## src/rtl/mips_pkg.sv

```systemverilog
// mips_pkg: shared encodings and decode helpers for the operand_issue decode/issue stage.
//   OP_* / FN_ADD : opcode and funct encodings of the supported instructions
//   ctrl_t        : decoded control bundle for one instruction
//   decode_instr  : opcode/funct -> ctrl_t (legal=0 for unsupported encodings)
//   reg_match     : hazard/forwarding hit test that never matches r0
package mips_pkg;

  localparam logic [5:0] OP_RTYPE = 6'h00;
  localparam logic [5:0] OP_BEQ   = 6'h04;
  localparam logic [5:0] OP_ADDI  = 6'h08;
  localparam logic [5:0] OP_LW    = 6'h23;
  localparam logic [5:0] OP_SW    = 6'h2B;
  localparam logic [5:0] FN_ADD   = 6'h20;

  typedef struct packed {
    logic legal;
    logic use_rs;
    logic use_rt;     // rt is read as a source (not a destination)
    logic use_imm;    // in2 comes from the sign-extended immediate
    logic dest_rd;    // destination is rd rather than rt
    logic reg_write;
    logic mem_read;
    logic mem_write;
    logic is_beq;
  } ctrl_t;

  function automatic ctrl_t decode_instr(input logic [5:0] opcode, input logic [5:0] funct);
    ctrl_t c;
    c = '0;
    case (opcode)
      OP_RTYPE: begin
        if (funct == FN_ADD) begin
          c.legal     = 1'b1;
          c.use_rs    = 1'b1;
          c.use_rt    = 1'b1;
          c.dest_rd   = 1'b1;
          c.reg_write = 1'b1;
        end
      end
      OP_ADDI, OP_LW: begin
        c.legal     = 1'b1;
        c.use_rs    = 1'b1;
        c.use_imm   = 1'b1;
        c.reg_write = 1'b1;
        c.mem_read  = (opcode == OP_LW);
      end
      OP_SW: begin
        c.legal     = 1'b1;
        c.use_rs    = 1'b1;
        c.use_rt    = 1'b1;
        c.use_imm   = 1'b1;
        c.mem_write = 1'b1;
      end
      OP_BEQ: begin
        c.legal  = 1'b1;
        c.use_rs = 1'b1;
        c.use_rt = 1'b1;
        c.is_beq = 1'b1;
      end
      default: ;
    endcase
    return c;
  endfunction

  function automatic logic reg_match(input logic valid, input logic [4:0] dest,
                                     input logic [4:0] src);
    return valid && (src != 5'd0) && (dest == src);
  endfunction

endpackage

```

## src/rtl/hazard_unit.sv

```systemverilog
// hazard_unit: operand source selection and RAW interlock for operand_issue.
// Build option OPERAND_FWD_EN:
//   defined   - forward from EX (alu_out) and MEM (mem_wb_*); stall only on load-use.
//   undefined - no forwarding; 2-entry {valid,dest} scoreboard of EX and MEM slots,
//               stall while any used nonzero source matches a live entry.
// Ports:
//   clk, rst_n                 clock, synchronous active-low reset (scoreboard only)
//   out_ready                  back end advances; scoreboard shifts only when high
//   rs, rt, use_rs, use_rt     decoded source registers and whether each is read
//   rs_data, rt_data           register-file read data
//   ex_valid/reg_write/mem_read/dest   current ID/EX slot contents
//   alu_out, mem_wb_*          forwarding sources
//   issue_we, issue_dest       write being loaded into ID/EX this cycle (0 for bubbles)
//   rs_val, rt_val             selected operand values
//   hazard                     interlock: the instruction must not issue this cycle
module hazard_unit
  import mips_pkg::*;
(
  input  logic        clk,
  input  logic        rst_n,
  input  logic        out_ready,
  input  logic [4:0]  rs,
  input  logic [4:0]  rt,
  input  logic        use_rs,
  input  logic        use_rt,
  input  logic [31:0] rs_data,
  input  logic [31:0] rt_data,
  input  logic        ex_valid,
  input  logic        ex_reg_write,
  input  logic        ex_mem_read,
  input  logic [4:0]  ex_dest,
  input  logic [31:0] alu_out,
  input  logic        mem_wb_reg_write,
  input  logic [4:0]  mem_wb_dest,
  input  logic [31:0] mem_wb_data,
  input  logic        issue_we,
  input  logic [4:0]  issue_dest,
  output logic [31:0] rs_val,
  output logic [31:0] rt_val,
  output logic        hazard
);

`ifdef OPERAND_FWD_EN
  logic ex_fwd_ok;
  logic ex_load;
  // A load's data is not in alu_out yet, so an EX-slot lw is never a forwarding source.
  assign ex_fwd_ok = ex_valid & ex_reg_write & ~ex_mem_read;
  assign ex_load   = ex_valid & ex_reg_write & ex_mem_read;

  always_comb begin
    rs_val = rs_data;
    if (rs == 5'd0)                                        rs_val = '0;
    else if (reg_match(ex_fwd_ok, ex_dest, rs))            rs_val = alu_out;
    else if (reg_match(mem_wb_reg_write, mem_wb_dest, rs)) rs_val = mem_wb_data;

    rt_val = rt_data;
    if (rt == 5'd0)                                        rt_val = '0;
    else if (reg_match(ex_fwd_ok, ex_dest, rt))            rt_val = alu_out;
    else if (reg_match(mem_wb_reg_write, mem_wb_dest, rt)) rt_val = mem_wb_data;
  end

  assign hazard = (use_rs & reg_match(ex_load, ex_dest, rs)) |
                  (use_rt & reg_match(ex_load, ex_dest, rt));

  logic unused_fwd;
  assign unused_fwd = ^{clk, rst_n, out_ready, issue_we, issue_dest};
`else
  // Entry 0 mirrors the EX slot, entry 1 the MEM slot; WB is covered by the
  // write-before-read register file.
  logic [1:0] sb_valid;
  logic [4:0] sb_dest0;
  logic [4:0] sb_dest1;

  always_ff @(posedge clk) begin
    if (!rst_n) begin
      sb_valid <= '0;
      sb_dest0 <= '0;
      sb_dest1 <= '0;
    end else if (out_ready) begin
      sb_valid <= {sb_valid[0], issue_we};
      sb_dest1 <= sb_dest0;
      sb_dest0 <= issue_dest;
    end
  end

  always_comb begin
    rs_val = (rs == 5'd0) ? '0 : rs_data;
    rt_val = (rt == 5'd0) ? '0 : rt_data;
  end

  assign hazard =
    (use_rs & (reg_match(sb_valid[0], sb_dest0, rs) | reg_match(sb_valid[1], sb_dest1, rs))) |
    (use_rt & (reg_match(sb_valid[0], sb_dest0, rt) | reg_match(sb_valid[1], sb_dest1, rt)));

  logic unused_nofwd;
  assign unused_nofwd = ^{alu_out, mem_wb_reg_write, mem_wb_dest, mem_wb_data,
                          ex_valid, ex_reg_write, ex_mem_read, ex_dest};
`endif

endmodule

```

## src/rtl/operand_issue.sv

```systemverilog
// operand_issue: MIPS decode/issue stage owning the ID/EX register.
// Splits the instruction, reads the register file, sign-extends immediates, resolves beq
// and loads in1/in2/opcode/funccode plus control into ID/EX with one cycle of latency.
// Build option OPERAND_FWD_EN selects forwarding vs. scoreboard interlock (see hazard_unit).
// Ports:
//   clk, rst_n                      clock, synchronous active-low reset
//   instr_valid/instr_ready         fetch handshake; instr/pc are the word and its address
//   rs_addr, rt_addr / rs_data, rt_data   register-file read port (same cycle)
//   alu_out, mem_wb_*               forwarding sources
//   out_ready                       back end advances; low freezes ID/EX
//   ex_*                            registered ID/EX contents for the ALU and later stages
//   branch_taken, branch_target     one-cycle redirect pulse for a taken beq
//   illegal                         one-cycle pulse when an unsupported encoding is accepted
module operand_issue
  import mips_pkg::*;
(
  input  logic        clk,
  input  logic        rst_n,
  input  logic        instr_valid,
  output logic        instr_ready,
  input  logic [31:0] instr,
  input  logic [31:0] pc,
  output logic [4:0]  rs_addr,
  output logic [4:0]  rt_addr,
  input  logic [31:0] rs_data,
  input  logic [31:0] rt_data,
  input  logic [31:0] alu_out,
  input  logic        mem_wb_reg_write,
  input  logic [4:0]  mem_wb_dest,
  input  logic [31:0] mem_wb_data,
  input  logic        out_ready,
  output logic        ex_valid,
  output logic [31:0] ex_in1,
  output logic [31:0] ex_in2,
  output logic [5:0]  ex_opcode,
  output logic [5:0]  ex_funccode,
  output logic [4:0]  ex_dest,
  output logic        ex_reg_write,
  output logic        ex_mem_read,
  output logic        ex_mem_write,
  output logic [31:0] ex_store_data,
  output logic        branch_taken,
  output logic [31:0] branch_target,
  output logic        illegal
);

  logic [5:0]  opcode;
  logic [5:0]  funct;
  logic [4:0]  rd;
  logic [31:0] imm_sext;
  ctrl_t       ctrl;

  assign opcode   = instr[31:26];
  assign rs_addr  = instr[25:21];
  assign rt_addr  = instr[20:16];
  assign rd       = instr[15:11];
  assign funct    = instr[5:0];
  assign imm_sext = {{16{instr[15]}}, instr[15:0]};
  assign ctrl     = decode_instr(opcode, funct);

  // Writes to r0 are dropped here so no later stage ever sees dest=0 with reg_write=1.
  logic [4:0] dest_raw;
  logic       wr_en;
  logic [4:0] wr_dest;
  assign dest_raw = ctrl.dest_rd ? rd : rt_addr;
  assign wr_en    = ctrl.reg_write & (dest_raw != 5'd0);
  assign wr_dest  = wr_en ? dest_raw : 5'd0;

  logic [31:0] rs_val;
  logic [31:0] rt_val;
  logic        hazard;
  logic        accept;
  logic        issue;
  logic        take;

  assign instr_ready = rst_n & out_ready & ~hazard;
  assign accept      = instr_valid & instr_ready;
  assign issue       = accept & ctrl.legal;
  assign take        = issue & ctrl.is_beq & (rs_val == rt_val);

  hazard_unit u_hazard (
    .clk              (clk),
    .rst_n            (rst_n),
    .out_ready        (out_ready),
    .rs               (rs_addr),
    .rt               (rt_addr),
    .use_rs           (ctrl.use_rs),
    .use_rt           (ctrl.use_rt),
    .rs_data          (rs_data),
    .rt_data          (rt_data),
    .ex_valid         (ex_valid),
    .ex_reg_write     (ex_reg_write),
    .ex_mem_read      (ex_mem_read),
    .ex_dest          (ex_dest),
    .alu_out          (alu_out),
    .mem_wb_reg_write (mem_wb_reg_write),
    .mem_wb_dest      (mem_wb_dest),
    .mem_wb_data      (mem_wb_data),
    .issue_we         (issue & wr_en),
    .issue_dest       (wr_dest),
    .rs_val           (rs_val),
    .rt_val           (rt_val),
    .hazard           (hazard)
  );

  // Anything other than an issuing instruction (stall, idle, illegal) loads an all-zero bubble.
  always_ff @(posedge clk) begin
    if (!rst_n) begin
      ex_valid      <= 1'b0;
      ex_in1        <= '0;
      ex_in2        <= '0;
      ex_opcode     <= '0;
      ex_funccode   <= '0;
      ex_dest       <= '0;
      ex_reg_write  <= 1'b0;
      ex_mem_read   <= 1'b0;
      ex_mem_write  <= 1'b0;
      ex_store_data <= '0;
      branch_taken  <= 1'b0;
      branch_target <= '0;
      illegal       <= 1'b0;
    end else if (out_ready) begin
      ex_valid      <= issue;
      ex_in1        <= issue ? rs_val : '0;
      ex_in2        <= issue ? (ctrl.use_imm ? imm_sext : rt_val) : '0;
      ex_opcode     <= issue ? opcode : '0;
      ex_funccode   <= (issue && opcode == OP_RTYPE) ? funct : '0;
      ex_dest       <= issue ? wr_dest : '0;
      ex_reg_write  <= issue & wr_en;
      ex_mem_read   <= issue & ctrl.mem_read;
      ex_mem_write  <= issue & ctrl.mem_write;
      ex_store_data <= (issue && ctrl.mem_write) ? rt_val : '0;
      branch_taken  <= take;
      branch_target <= take ? (pc + 32'd4 + {imm_sext[29:0], 2'b00}) : '0;
      illegal       <= accept & ~ctrl.legal;
    end else begin
      // Frozen: ID/EX holds, but redirect/illegal must not repeat.
      branch_taken <= 1'b0;
      illegal      <= 1'b0;
    end
  end

endmodule

```

## config.mk

```make
export PLATFORM = sky130hd
export DESIGN_NAME = operand_issue
export DESIGN_NICKNAME = d
export VERILOG_FILES = /design/src/rtl/mips_pkg.sv /design/src/rtl/hazard_unit.sv /design/src/rtl/operand_issue.sv
export SDC_FILE = /design/constraint.sdc
export NUM_CORES = 1
export LEC_CHECK = 0
export CORE_UTILIZATION = 43
export CTS_CLUSTER_DIAMETER = 120
export CTS_CLUSTER_SIZE = 10
export DETAILED_ROUTE_END_ITERATION = 8
export PLACE_DENSITY = 0.81
export SYNTH_ARGS = -nofsm -noshare
export SYNTH_HDL_FRONTEND = slang
export SYNTH_SLANG_ARGS = --single-unit
```

## constraint.sdc

```tcl
create_clock -name clk -period 3.7 [get_ports clk]
set_input_delay 0.74 -clock clk [delete_from_list [all_inputs] [get_ports clk]]
set_output_delay 0.74 -clock clk [all_outputs]
set_load 0.05 [all_outputs]
```

Word level (Yosys, flattened, before mapping)
Index checks and enable logic that the tools add are counted.

storage, ports and cells
  word-level logic and storage cells = 89
  bits in registers = 163
  input bits = 202

operators by class
  muxes and demuxes = 22
  reduce and logical (&&, ||, !) cells = 21
  bitwise gates (word level) = 18
  add/sub/neg operators = 2
  eq/ne operators = 10

operators with widths
  operator                 number
  $mux W32                 7
  $add A32 B3 Y32 const B  1
  $add A32 B32 Y32         1
  $eq A32 B32 Y1           1
  $eq A5 B5 Y1             4
  $eq A6 B6 Y1 const B     3
  $mux W5                  3
  $reduce_bool A5 Y1       3
  $and A1 B1 Y1            13
  $mux W6                  2
  $logic_and A1 B1 Y1      10
  $logic_not A5 Y1         2
  $eq A6 B3 Y1 const B     1
  $eq A6 B4 Y1 const B     1
  $logic_not A6 Y1         1
  $mux W1                  5
  $pmux W1 S2              2
  $pmux W2 S2              1
  $reduce_or A2 Y1         2
  $reduce_or A4 Y1         1
  $mux W3                  1
  $or A1 B1 Y1             3
  $reduce_or A3 Y1         1
  $mux W2                  1
  2 further kinds          3

Longest topological paths before layout
Gate-level depths: netlist of the first run.

  depth in word-level cells = 13
  gate-level depth with buffers = 14

By module
From an unflattened synthesis of the first run, not the netlist that was laid out.

unflattened totals
  cells, all modules = 969
  area, all modules = 8730.9 sq um

by module, submodules not included
  module         instances  cells an instance  area each (sq um)
  operand_issue  1          824                7548.5
  hazard_unit    1          145                1182.4

Least setup slack after synthesis of the first run
OpenSTA, ideal clock, no wires.

  path type = input to output
  start = input port instr[17]
  end = output port instr_ready
  buffers on the path = 1
  stages = 4
  setup slack = -151 ps
  data arrival time = 3111 ps
  cells stage by stage = or4_4 or2_2 clkbuf_1 a311oi_1

between the ends
  word-level cells in the longest chain between the ends = 8
  elaborated cells between the ends (all ways) = 12

ends and longest elaborated chain
  item                              RTL line             source
  from (decl)                       operand_issue.sv:21  input logic [31:0] instr,
  $reduce_bool A5 Y1                mips_pkg.sv:67       return valid && (src != 5'd0) && (dest == src);
  $logic_and A1 B1 Y1 (2 in a row)  mips_pkg.sv:67
  $or A1 B1 Y1 (*)                  hazard_unit.sv:93    (use_rt & (reg_match(sb_valid[0], sb_dest0, rt) | reg_match(sb_valid[1], sb_dest1, rt)));
  $and A1 B1 Y1 (*)                 hazard_unit.sv:93
  $or A1 B1 Y1 (*)                  hazard_unit.sv:92    (use_rs & (reg_match(sb_valid[0], sb_dest0, rs) | reg_match(sb_valid[1], sb_dest1, rs))) |
  $not A1 Y1 (*)                    operand_issue.sv:76  assign instr_ready = rst_n & out_ready & ~hazard;
  $and A1 B1 Y1 (*)                 operand_issue.sv:76
  to (decl)                         operand_issue.sv:20  output logic instr_ready,

Every way passes the cells marked *; elsewhere a longest branch is shown, timed or not.

Worst setup path after layout of the first run
  start = input port instr[5]
  end = output port instr_ready

between the ends
  word-level cells in the longest chain between the ends = 7
  elaborated cells between the ends (all ways) = 9

ends and longest elaborated chain
  item                                               RTL line                              source
  $eq A6 B6 Y1 (*)                                   mips_pkg.sv:32                        if (funct == FN_ADD) begin
  $mux W3 (*)                                        mips_pkg.sv:32
  $pmux W2 S2 / $pmux W1 S2 (equally long branches)  mips_pkg.sv:30                        case (opcode)
  $and A1 B1 Y1 (on tied branches)                   hazard_unit.sv:92, hazard_unit.sv:93
  $or A1 B1 Y1 (*)                                   hazard_unit.sv:92
  $not A1 Y1 (*)                                     operand_issue.sv:76
  $and A1 B1 Y1 (*)                                  operand_issue.sv:76

Marked as above.

==> run metrics, run 1 <==
HP Class reg -> reg; Pwr per Cell Area 350 mW/mm^2; row cnt 50; Initial Util 0.443; Reg clk slew, reported paths 0.06 ns; Critical Path AT 2.91 ns; met2 Usage GRT 0.534; Seq/Total Area, Yosys 0.389; Reg area 0.00324 mm^2; # setup viols final 0; Num CTS Buffers 17; vias in the first global route 8559; status finished clean; per-cell routed wire length 19.3 um; cell area after layout 0.0128 mm^2; CP endpoint kind output port; Top-Level Pins 364; Pins Over Slew Limit 0; crit path max fanout 3; post-synth top area cell dfxtp_1; kind of critical path in -> out; first-pass GRT wire length 46.6 mm; Tmin final 3.65 ns; CTS Root Cell clkbuf_16; Synth top cells by count dfxtp_1, nand2_1, a22o_1; antenna violations before repair 2; RSZ-0062 raised after global routing no; Async S/R FF share, synth 0; Initial DRC Count 660; final hold vios 0; TritonCTS clock tree yes; crit path setup slack, layout 0.0530 ns; Worst Path Required 2.96 ns; Peak supply drop 0.279 mV; clock sink count 162; Post-Route WL 30.5 mm; CP Launch Type input pin; share of cells above drive strength 1 0.119; GP Congestion 0.938; CTS HTree Levels 4; Avg Cell Area, Syn 8.73 um^2; die height 141 um; max_cap viols 0; footprint of the multi-input gates 0.00471 mm^2; CORE AREA 0.0188 mm^2; GRT Residual Overflow 0; Hold-fix buffers, CTS 0; Tot Pwr 4.47 mW; FF+latch count, synth 162; synth unique cells 61; most used routing layer in global routing met2; DRC viols 0; total number of vias 8760; Synth Cell Area 0.00834 mm^2; vias per cell 5.53; PortBufs 293; Die W 141 um; period utilisation layout 0.986; max_slew headroom 0.215; top cell type's share of synthesized area 0.389; Top FF cell, synth dfxtp_1; placed insts 1551; post-synthesis instance total 955; Area after DPL 0.0122 mm^2; Die ar. 0.0200 mm^2; largest net degree at the start of global routing 95; GRT Overall Usage 0.303; Non-Filler Instances 1584; GRT met1 Usage 0.356; Area contributors post-synth dfxtp_1, ha_1, a22o_1; Routed Antenna Nets 0; pre-CTS WS -0.376 ns; fmax 274 MHz; Worst-Margin Slew 1.17 ns; EDFF count, synth 0; worst-skew pair later-pin latency 0.43 ns; hpwl dp 23.8 mm; Fin Clk Skew 0.0114 ns; static leakage 5.11 nW; nets 1570; TNS Setup 0 ns; R2R Setup Slk 1.36 ns; most frequent cell after synthesis dfxtp_1; Synth Warn # 0; syn_nets 1215; drt pass-1 iters 5; Layout area overhead 53.1%; Max Root-Sink Buffers 2; M3 GR Usage 0.0668; fill cell total of the finished layout 1525
worst max-delay path, cell delays in order:
cell and delay [ns]:
clkdlybuf4s50_1 0.46, buf_4 0.17, nor3b_1 0.14, and4_1 0.21, a21o_1 0.18, a221o_1 0.31
nor2b_1 0.16, a311oi_2 0.35, buf_12 0.19
cell families (layout without fill, tap and decap cells):
family / after synthesis / in the layout / synth area share
other: 0 / 1 / 0
and+or+nand+nor: 279 / 279 / 0.168
buffers and inverters: 95 / 463 / 0.0501
muxes: 11 / 11 / 0.0132
DFF: 162 / 162 / 0.389
xor gates and xnor gates: 47 / 47 / 0.0494
adders and majority gates: 58 / 58 / 0.0879
AOI/OAI and AO/OA: 303 / 303 / 0.242
metal layers:
metal,up-vias,part of all wire
met1,4084,0.39
met4,2,0.030
met3,61,0.078
li1,4196,-
met5,-,0.0012
met2,417,0.50
layout by cell type, fill, tap and decap left out, drive strengths merged, types with 27 or more instances in the layout:
master	n
clkdlybuf4s50	291
dfxtp	162
nand2	108
buf	104
o21ai	88
a22o	72
a21oi	59
ha	57
inv	43
nor2	37
xnor2	30
nor2b	27
final timing paths:
path | start | endpoint | cells past startpoint
hold reg to reg | ex_mem_write$_SDFFE_PN0P_ | ex_mem_write$_SDFFE_PN0P_ | 2
setup reg to reg | u_hazard.sb_dest0[1]$_SDFFE_PN0P_ | branch_target[8]$_SDFFE_PN0P_ | 10
hold / removal | ex_mem_write$_SDFFE_PN0P_ | ex_mem_write$_SDFFE_PN0P_ | 2
setup / recovery | instr[5] | instr_ready | 9
sequential cells by signal, indices dropped and copies added (netlist names):
signal / flops
ex_valid: 1
ex_store_data: 32
u_hazard.sb_dest0: 5
ex_funccode: 6
ex_opcode: 6
u_hazard.sb_dest1: 5
branch_target: 32
ex_in2: 32
u_hazard.sb_valid: 2
illegal: 1
branch_taken: 1
ex_dest: 5
ex_mem_write: 1
ex_in1: 32
ex_mem_read: 1
what timing repair did:
action | CTS | global route
pin swaps | 0 | 0
gates resized for setup | 1 | 4
buffers inserted | 0 | 0
endpoints found under the setup margin | 1 | 2
gates cloned | 0 | 0
power breakdown:
group / switching [mW] / internal [mW] / total, mW
registers: 0.00306 / 1.75 / 1.75
logic: 0.496 / 0.457 / 0.953
clock network: 0.795 / 0.966 / 1.76
total: 1.29 / 3.17 / 4.47
through the flow:
stage | utilization | hold WS, ns
3_5_place_dp | 0.647 | 0.433
2_1_floorplan | - | 0.490
4_1_cts | 0.677 | 0.444
3_3_place_gp | 0.647 | 0.431
5_1_grt | 0.678 | 0.463
6_report | 0.678 | 0.442
final cells by class:
class,count,share of cell area
antenna,1,0.000196
clock buffer,18,0.0344
clock inverter,14,0.0110
inverter,35,0.0103
multi-input combinational,698,0.369
sequential,162,0.254
tap,260,0.0255
timing repair buffer,396,0.296
Note: power is estimated with default switching activity, not from simulation.
==> run 2, diff against run 1 <==
Settings changed: PLACE_DENSITY 0.81 to 0.82.
==> run metrics, run 2 (same netlist as run 1, synthesis figures left out) <==
status finished clean; Layout area overhead 52.2%; fin util 0.674; DRC viols 0; Worst Path Required 2.96 ns; Routed Antenna Nets 0; CP endpoint kind output port; CORE AREA 0.0188 mm^2; # setup viols final 0; R2R Setup Slk 1.05 ns; FF-to-FF Start u_hazard.sb_dest0[0]$_SDFFE_PN0P_; Num CTS Buffers 17; period utilisation layout 0.965; commonest non-fill, non-tap cell in the layout clkdlybuf4s50_1; Reg clk slew, reported paths 0.07 ns; hpwl dp 23.4 mm; TritonCTS clock tree yes; crit path setup slack, layout 0.129 ns; pre-CTS WS -0.368 ns; placed insts 1543; Min-Delay Endpoint ex_valid$_SDFFE_PN0P_; Worst-Margin Slew 1.32 ns; Initial Util 0.443; Post-Route WL 30.1 mm; GP Congestion 0.935; worst r2r dst ex_in1[27]$_SDFFE_PN0P_; HP Start ex_valid$_SDFFE_PN0P_; Tot Pwr 4.44 mW; RSZ-0062 raised after global routing no; fmax 280 MHz; clock sink count 162; row cnt 50; CTS HTree Levels 4; largest net degree at the start of global routing 93; vias per cell 5.57; antenna violations before repair 3; Pwr per Cell Area 350 mW/mm^2; cts repair resizes 0; Initial DRC Count 649; max_slew headroom 0.122; drt pass-1 iters 5; worst-skew pair later-pin latency 0.43 ns; per-cell routed wire length 19.1 um; first-pass GRT wire length 46.0 mm; Top-Level Pins 364; Non-Filler Instances 1575; kind of critical path in -> out; HP Class reg -> reg; Die ar. 0.0200 mm^2; Pins Over Slew Limit 0; GRT Overall Usage 0.300; max_cap viols 0; Die W 141 um; Worst Hold Depth 2; Fin Clk Skew 0.00923 ns; # diodes 0; Peak supply drop 0.328 mV; CP Launch Type input pin; final hold vios 0; Critical Path AT 2.83 ns; crit path max fanout 3; PortBufs 293; Hold-fix buffers, CTS 0; GRT Residual Overflow 0; Post-CTS Setup Inserts 0; Tmin final 3.57 ns; vias in the first global route 8443; R2R depth 7; total number of vias 8771; nets 1562; static leakage 5.05 nW; die height 141 um; CTS Root Cell clkbuf_16; Max Root-Sink Buffers 2; most frequent cells in the layout clkdlybuf4s50_1, dfxtp_1, nand2_1; fill cell total of the finished layout 1513; share of cells above drive strength 1 0.115
## run 2: metal layers
| metal | up-vias | part of all wire | track usage |
|---|---|---|---|
| li1 | 4170 | - | - |
| met5 | - | 0.00093 | 0 |
| met4 | 4 | 0.044 | 0.153 |
| met2 | 425 | 0.48 | 0.514 |
| met1 | 4086 | 0.40 | 0.355 |
| met3 | 86 | 0.079 | 0.0607 |
## run 2: how the worst max path moves through the flow
stage | cells after the start | startpoint | to | slack [ns]
floorplan | 10 | instr[12] | branch_target[31]$_SDFFE_PN0P_ | 0.30
global placement | 12 | instr[13] | branch_target[31]$_SDFFE_PN0P_ | -0.31
detailed placement | 12 | instr[13] | branch_target[31]$_SDFFE_PN0P_ | -0.37
CTS | 12 | instr[13] | branch_target[31]$_SDFFE_PN0P_ | 0.07
global route | 9 | instr[1] | ex_in1[0]$_SDFFE_PN0P_ | 0.002
finish | 9 | instr[1] | instr_ready | 0.13
## run 2: where the power goes
part	leakage [nW]	internal, mW	switching, mW
clock	0.279	0.912	0.828
combinational	3.47	0.450	0.498
sequential	1.30	1.75	0.00300
total	5.05	3.11	1.33
## run 2: area by class of cell
| cell class | count | area (um^2) | area share |
|---|---|---|---|
| clock inverter | 14 | 134 | 0.0105 |
| multi-input combinational | 698 | 4710 | 0.371 |
| inverter | 35 | 131 | 0.0103 |
| clock buffer | 18 | 439 | 0.0346 |
| sequential | 162 | 3240 | 0.255 |
| timing repair buffer | 388 | 3710 | 0.292 |
| tap | 260 | 325 | 0.0256 |
## run 2: critical path, stage by stage
cell,delay (ns)
clkdlybuf4s50_1,0.54
buf_4,0.15
nor4_1,0.06
and4_1,0.22
a21o_1,0.17
a221o_1,0.29
nor2b_1,0.15
a311oi_2,0.31
buf_12,0.18
## run 2: per-stage QoR
stage          area (um^2)  hold WS [ns]  TNS [ns]
5_1_grt              12700         0.460         0
6_report             12700         0.441         0
2_1_floorplan         8350         0.490         0
3_3_place_gp         12100         0.430     -8.48
4_1_cts              12700         0.444         0
3_5_place_dp         12100         0.432     -9.00
==> variant 1, RTL diff (flow settings as in run 2) <==
Add a define of `OPERAND_FWD_EN`.
--- a/src/rtl/hazard_unit.sv
+++ b/src/rtl/hazard_unit.sv
@@ -13,6 +13,8 @@
 //   issue_we, issue_dest       write being loaded into ID/EX this cycle (0 for bubbles)
 //   rs_val, rt_val             selected operand values
 //   hazard                     interlock: the instruction must not issue this cycle
+`define OPERAND_FWD_EN
+
 module hazard_unit
   import mips_pkg::*;
 (
Formal check against the unedited RTL: not equivalent (Yosys sat finds a counterexample within 4 cycles, from zero or initial values and one cycle with rst_n low).
==> variant 1 against run 2 <==
  * Clock power grew 9%
  * Total power grew 14%
  * Critical path depth is 4 higher
  * Wire length grew 62%
  * Cell area rose by 36%
  * Largest cell class unchanged
  * Critical path type is now primary input to flop
  * Sequential power is 7% lower
  * Largest power group is now the clock network
  * Register-to-register slack got worse by 0.71 ns
  * Count of clock-buffer cells in the layout decreased by 1
  * Sequential cell count decreased by 11
  * Highest routed layer is now met4
  * Synthesized area grew 21%
  * Global-route usage rose by 9.9 points
  * Worst setup slack lost 0.12 ns
==> variant 1: results (changes against run 2) <==
* Post-route met1 wirelength at 18790 um (+58%)
* Dpl hpwl at 37660 um (+61%)
* WL met3 at 4669 um (+96%)
* Layout cells sized above 1 at 24.97% (+13 points)
* Placed Instances at 2073 (+34%)
* Inverters excl. clock at 16 (-54%)
* Comb_multi_in at 959 (+37%)
* Clock group share of total power at 37.4% (-1.8 points)
* GR Layer Usage met2 at 65.79% (+14 points)
* Vias at 12.78k (+46%)
* Final Skew at 0.008420 ns (-0.0008090 ns)
* Vias per inst at 6.028 (+8.2%)
* Critical path origin: instr[16]
* Sequential cells at 151 (-6.8%)
* Top delay family on crit path: simple AND/OR/NAND/NOR gates
* Combinational Power Share at 30.3% (+9.0 points)
* Global-route wire length before repair at 73040 um (+59%)
* Antenna violations before repair at 1 (-2)
* Static Leak at 7.010 nW (+39%)
* Top cells by area, synth: dfxtp_1 (30%), ha_1 (7.0%), o31ai_1 (5.0%)
* Met2 WL post-DR at 22440 um (+55%)
* Cells after Synth at 1236 (+29%)
* Fraction of area in registers at 17.55% (-8.0 points)
* Ant. Diodes at 1 (+1)
* VDD IR max at 0.2542 mV (-22%)
* DR iter-0 viols at 1056 (+63%)
* Non-clk bufs at 648 (+67%)
* Non-clock buffering overhead at 35.27% (+6.1 points)
* Most frequent cells after synthesis: dfxtp_1 (151), nand2_1 (132), o21ai_0 (96)
* Max stage delay on crit path at 0.50 ns (-0.04 ns)
* Hold WC Path Type: flop to flop
* GR Util met3 at 9.471% (+3.4 points)
* Outcome: finished, final reports clean
* Power per cell area at 293.2 nW/um2 (-16%)
* Worst-Margin Slew at 0.6826 ns (-0.6333 ns)
* Post-CTS sizing at 87 (+87)
* Crit Path Max Fanout at 8 (+5)
* GRT Total Usage at 39.89% (+9.9 points)
* Avg WL per Cell at 22.99 um (+20%)
* Largest net degree at the start of global routing at 44 (-53%)
* R2r startpoint: ex_reg_write$_SDFFE_PN0P_
* Arrival time at the worst endpoint at 4.04 ns (+1.21 ns)
* Global placement routability congestion at 1.057 (+13%)
* Seq/Total Area, Yosys at 29.85% (-9.0 points)
* FF/Latch Area at 3023 um2 (-6.8%)
* Internal at 3.422 mW (+10%)
* Mapped Nets at 1496 (+23%)
* Placed Instance Area at 15950 um2 (+32%)
* Hold_sp: ex_store_data[7]$_SDFFE_PN0P_
* Clkbuf count at 17 (-1)
* CP max-delay cell: or4b_4
* Area of the multi-input gates at 7044 um2 (+49%)
* Post CTS Setup Buffer Count at 7 (+7)
* Distinct cell type count after synthesis at 69 (+13%)
* Pre-CTS setup slack at -0.8633 ns (-0.4953 ns)
* FILL cells at 1678 (+11%)
==> variant 1: cell count changes after synthesis, moves of 21 or more <==
cell and delta:
o31ai_2 +24, nand4_1 +21, clkbuf_1 +44, a22o_1 -24, nand3_1 +28, o31ai_1 +65, o21ai_0 +29, nand2_1 +24
==> variant 1: cell families after synthesis <==
group	synth area share, %
AOI/OAI and AO/OA	28.81
and+or+nand+nor	20.67
DFF	29.85
buffers and inverters	5.424
xor gates and xnor gates	5.622
adders and majority gates	7.241
muxes	2.372
==> variant 1: worst paths after layout <==
path | to | slack, ns | cells after the start
worst max register to register | branch_target[2]$_SDFFE_PN0P_ | 0.34 | 13
worst max-delay path | branch_target[2]$_SDFFE_PN0P_ | 0.009 | 13
worst min register to register | ex_store_data[7]$_SDFFE_PN0P_ | 0.45 | 2
worst min-delay path | ex_store_data[7]$_SDFFE_PN0P_ | 0.45 | 2
==> variant 2, RTL diff (flow settings as in run 2) <==
Without the edit above. Make the reset (`rst_n`) asynchronous in 2 clocked blocks. Comments in the files are not updated.
--- a/src/rtl/hazard_unit.sv
+++ b/src/rtl/hazard_unit.sv
@@ -71,7 +71,7 @@
   logic [4:0] sb_dest0;
   logic [4:0] sb_dest1;
 
-  always_ff @(posedge clk) begin
+  always_ff @(posedge clk or negedge rst_n) begin
     if (!rst_n) begin
       sb_valid <= '0;
       sb_dest0 <= '0;
--- a/src/rtl/operand_issue.sv
+++ b/src/rtl/operand_issue.sv
@@ -104,7 +104,7 @@
   );
 
   // Anything other than an issuing instruction (stall, idle, illegal) loads an all-zero bubble.
-  always_ff @(posedge clk) begin
+  always_ff @(posedge clk or negedge rst_n) begin
     if (!rst_n) begin
       ex_valid      <= 1'b0;
       ex_in1        <= '0;
Check against the original RTL: differs if rst_n is asserted again (counterexample within 4 cycles, from zero or initial values and one cycle with rst_n low); with rst_n held inactive, the same outputs for 4 cycles.
==> variant 2 against run 2 <==
  * Maximum frequency down 2.0%
  * Cell area is 7.3% higher
  * Sequential cell count is the same
  * Synthesized cell count is 8.4% lower
  * Largest cell class unchanged
  * Wire length grew 7.1%
  * Global-route usage up 0.39 points
  * Critical path depth stayed put
  * Register-to-register slack gained 0.32 ns
  * First-iteration DRC count up 19%
  * Worst setup slack worse by 0.073 ns
  * Critical endpoint unchanged
  * Synthesized area up 9.1%
  * Count of clock-buffer cells in the layout stayed put
  * Total power rose by 3.5%
==> variant 2: results (changes against run 2) <==
* Outcome: finished, final reports clean
* Ant. Diodes at 0 (unchanged)
* Hold WC Path Type: primary input to async pin
* PortBufs at 293 (unchanged)
* Cts bufs inserted at 17 (unchanged)
* Clock Latency Late Sink at 0.44 ns
* Vias at 8890 (+1.4%)
* Layout cells sized above 1 at 13.40% (+1.9 points)
* Antenna violations before repair at 0 (-3)
* Combinational logic power at 1.00 mW (+5%)
* VDD IR max at 0.2760 mV (-16%)
* Worst reg2reg endpoint: ex_in1[7]$_DFFE_PN0P_
* Placed Instance Area at 12980 um2 (+7.2%)
* Worst hold slack at 0.1998 ns (-0.2414 ns)
* Most frequent cells after synthesis: dfrtp_1 (162), a22o_1 (78), o2bb2ai_1 (66)
* Routed WL at 32230 um (+7.1%)
* Reg-to-reg slack, setup at 1.37 ns (+0.32 ns)
* DR iter-0 viols at 774 (+19%)
* Seq/Total Area, Yosys at 44.55% (+5.7 points)
* Distinct cell type count after synthesis at 66 (+8.2%)
* Global-route wire length before repair at 50570 um (+9.9%)
* Mapped Nets at 1135 (-6.6%)
* Top cells by area, synth: dfrtp_1 (45%), ha_1 (7.8%), a22o_1 (7.5%)
* Clock group at 1.81 mW (+4%)
* Reg clk slew, reported paths at 0.08 ns
* Crit Path Max Fanout at 8 (+5)
* Global placement routability congestion at 0.9069 (-3.0%)
* Final Skew at 0.01724 ns (+0.008015 ns)
* GRT Total Usage at 30.35% (+0.39 points)
* Largest net degree at the start of global routing at 79 (-15%)
* Worst-Margin Slew at 0.9849 ns (-0.3310 ns)
* CP max-delay cell: or4_1
* Vias in the first global route at 8906 (+5.5%)
* Initial DRT Pass Iterations at 6 (+1)
* Nets at 1501 (-3.9%)
* Pre-CTS setup slack at -0.3728 ns (-0.004895 ns)
* R2r startpoint: u_hazard.sb_dest0[3]$_DFFE_PN0P_
* Final Setup Violations at 0 (unchanged)
* Sw frac at 30.87% (+0.93 points)
* Dpl hpwl at 24540 um (+4.9%)
* Clock root cell: clkbuf_16
* CTS Buffer Depth at 2 (unchanged)
* Arrival time at the worst endpoint at 2.90 ns (+0.07 ns)
* Static Leak at 6.143 nW (+22%)
* Async set or reset register ratio after synthesis at 100.0% (+100 points)
* Reg2reg path depth at 11 (+4)
* Combinational Power Share at 21.8% (+0.5 points)
==> variant 2: cell type report <==
| type | instances | area, um2 |
|---|---|---|
| Clock buffer | 18 | 439.2 |
| Clock inverter | 14 | 158.9 |
| Fill cell | 1597 | 6875 |
| Inverter | 30 | 115.1 |
| Multi-Input combinational cell | 625 | 4658 |
| Sequential cell | 162 | 4054 |
| Tap cell | 270 | 337.8 |
| Timing Repair Buffer | 405 | 3856 |
==> variant 2: logic make-up after synthesis <==
group | count (synthesis) | synth area share, %
and+or+nand+nor | 166 | 9.377
DFF | 162 | 44.55
adders and majority gates | 58 | 8.057
xor gates and xnor gates | 51 | 4.909
muxes | 11 | 1.292
buffers and inverters | 88 | 4.468
AOI/OAI and AO/OA | 339 | 27.35
==> variant 2: what timing repair did <==
action                                  CTS  global route
hold buffers                              0             0
endpoints found under the setup margin    1            19
gates resized for setup                   1             7
buffers inserted                          0             1
==> variant 2: metrics by stage <==
step / std cells / TNS, ns
final: 1524 / 0
after global routing: 1524 / -0.01791
after detailed placement: 1491 / -10.06
after CTS: 1523 / 0
after floorplan: 875 / 0
after global placement: 1491 / -8.939
==> variant 2: how the worst max path moves through the flow <==
stage,from,slack [ns],endpoint,depth (start not counted)
3_3_place_gp,instr[17],-0.32,branch_target[2]$_DFFE_PN0P_,12
5_1_grt,instr[2],-0.02,instr_ready,9
6_report,instr[17],0.06,instr_ready,9
2_1_floorplan,instr[17],0.45,branch_target[0]$_DFFE_PN0P_,11
3_5_place_dp,instr[17],-0.37,branch_target[4]$_DFFE_PN0P_,12
4_1_cts,instr[17],0.03,instr_ready,9
==> variant 2: metal layers <==
layer	share of wire, %	global-route usage [%]	vias up
met5	0	0	-
met4	3.5	12.78	0
met3	8.3	6.667	78
met2	47	48.21	456
met1	42	40.07	4308
li1	-	-	4048
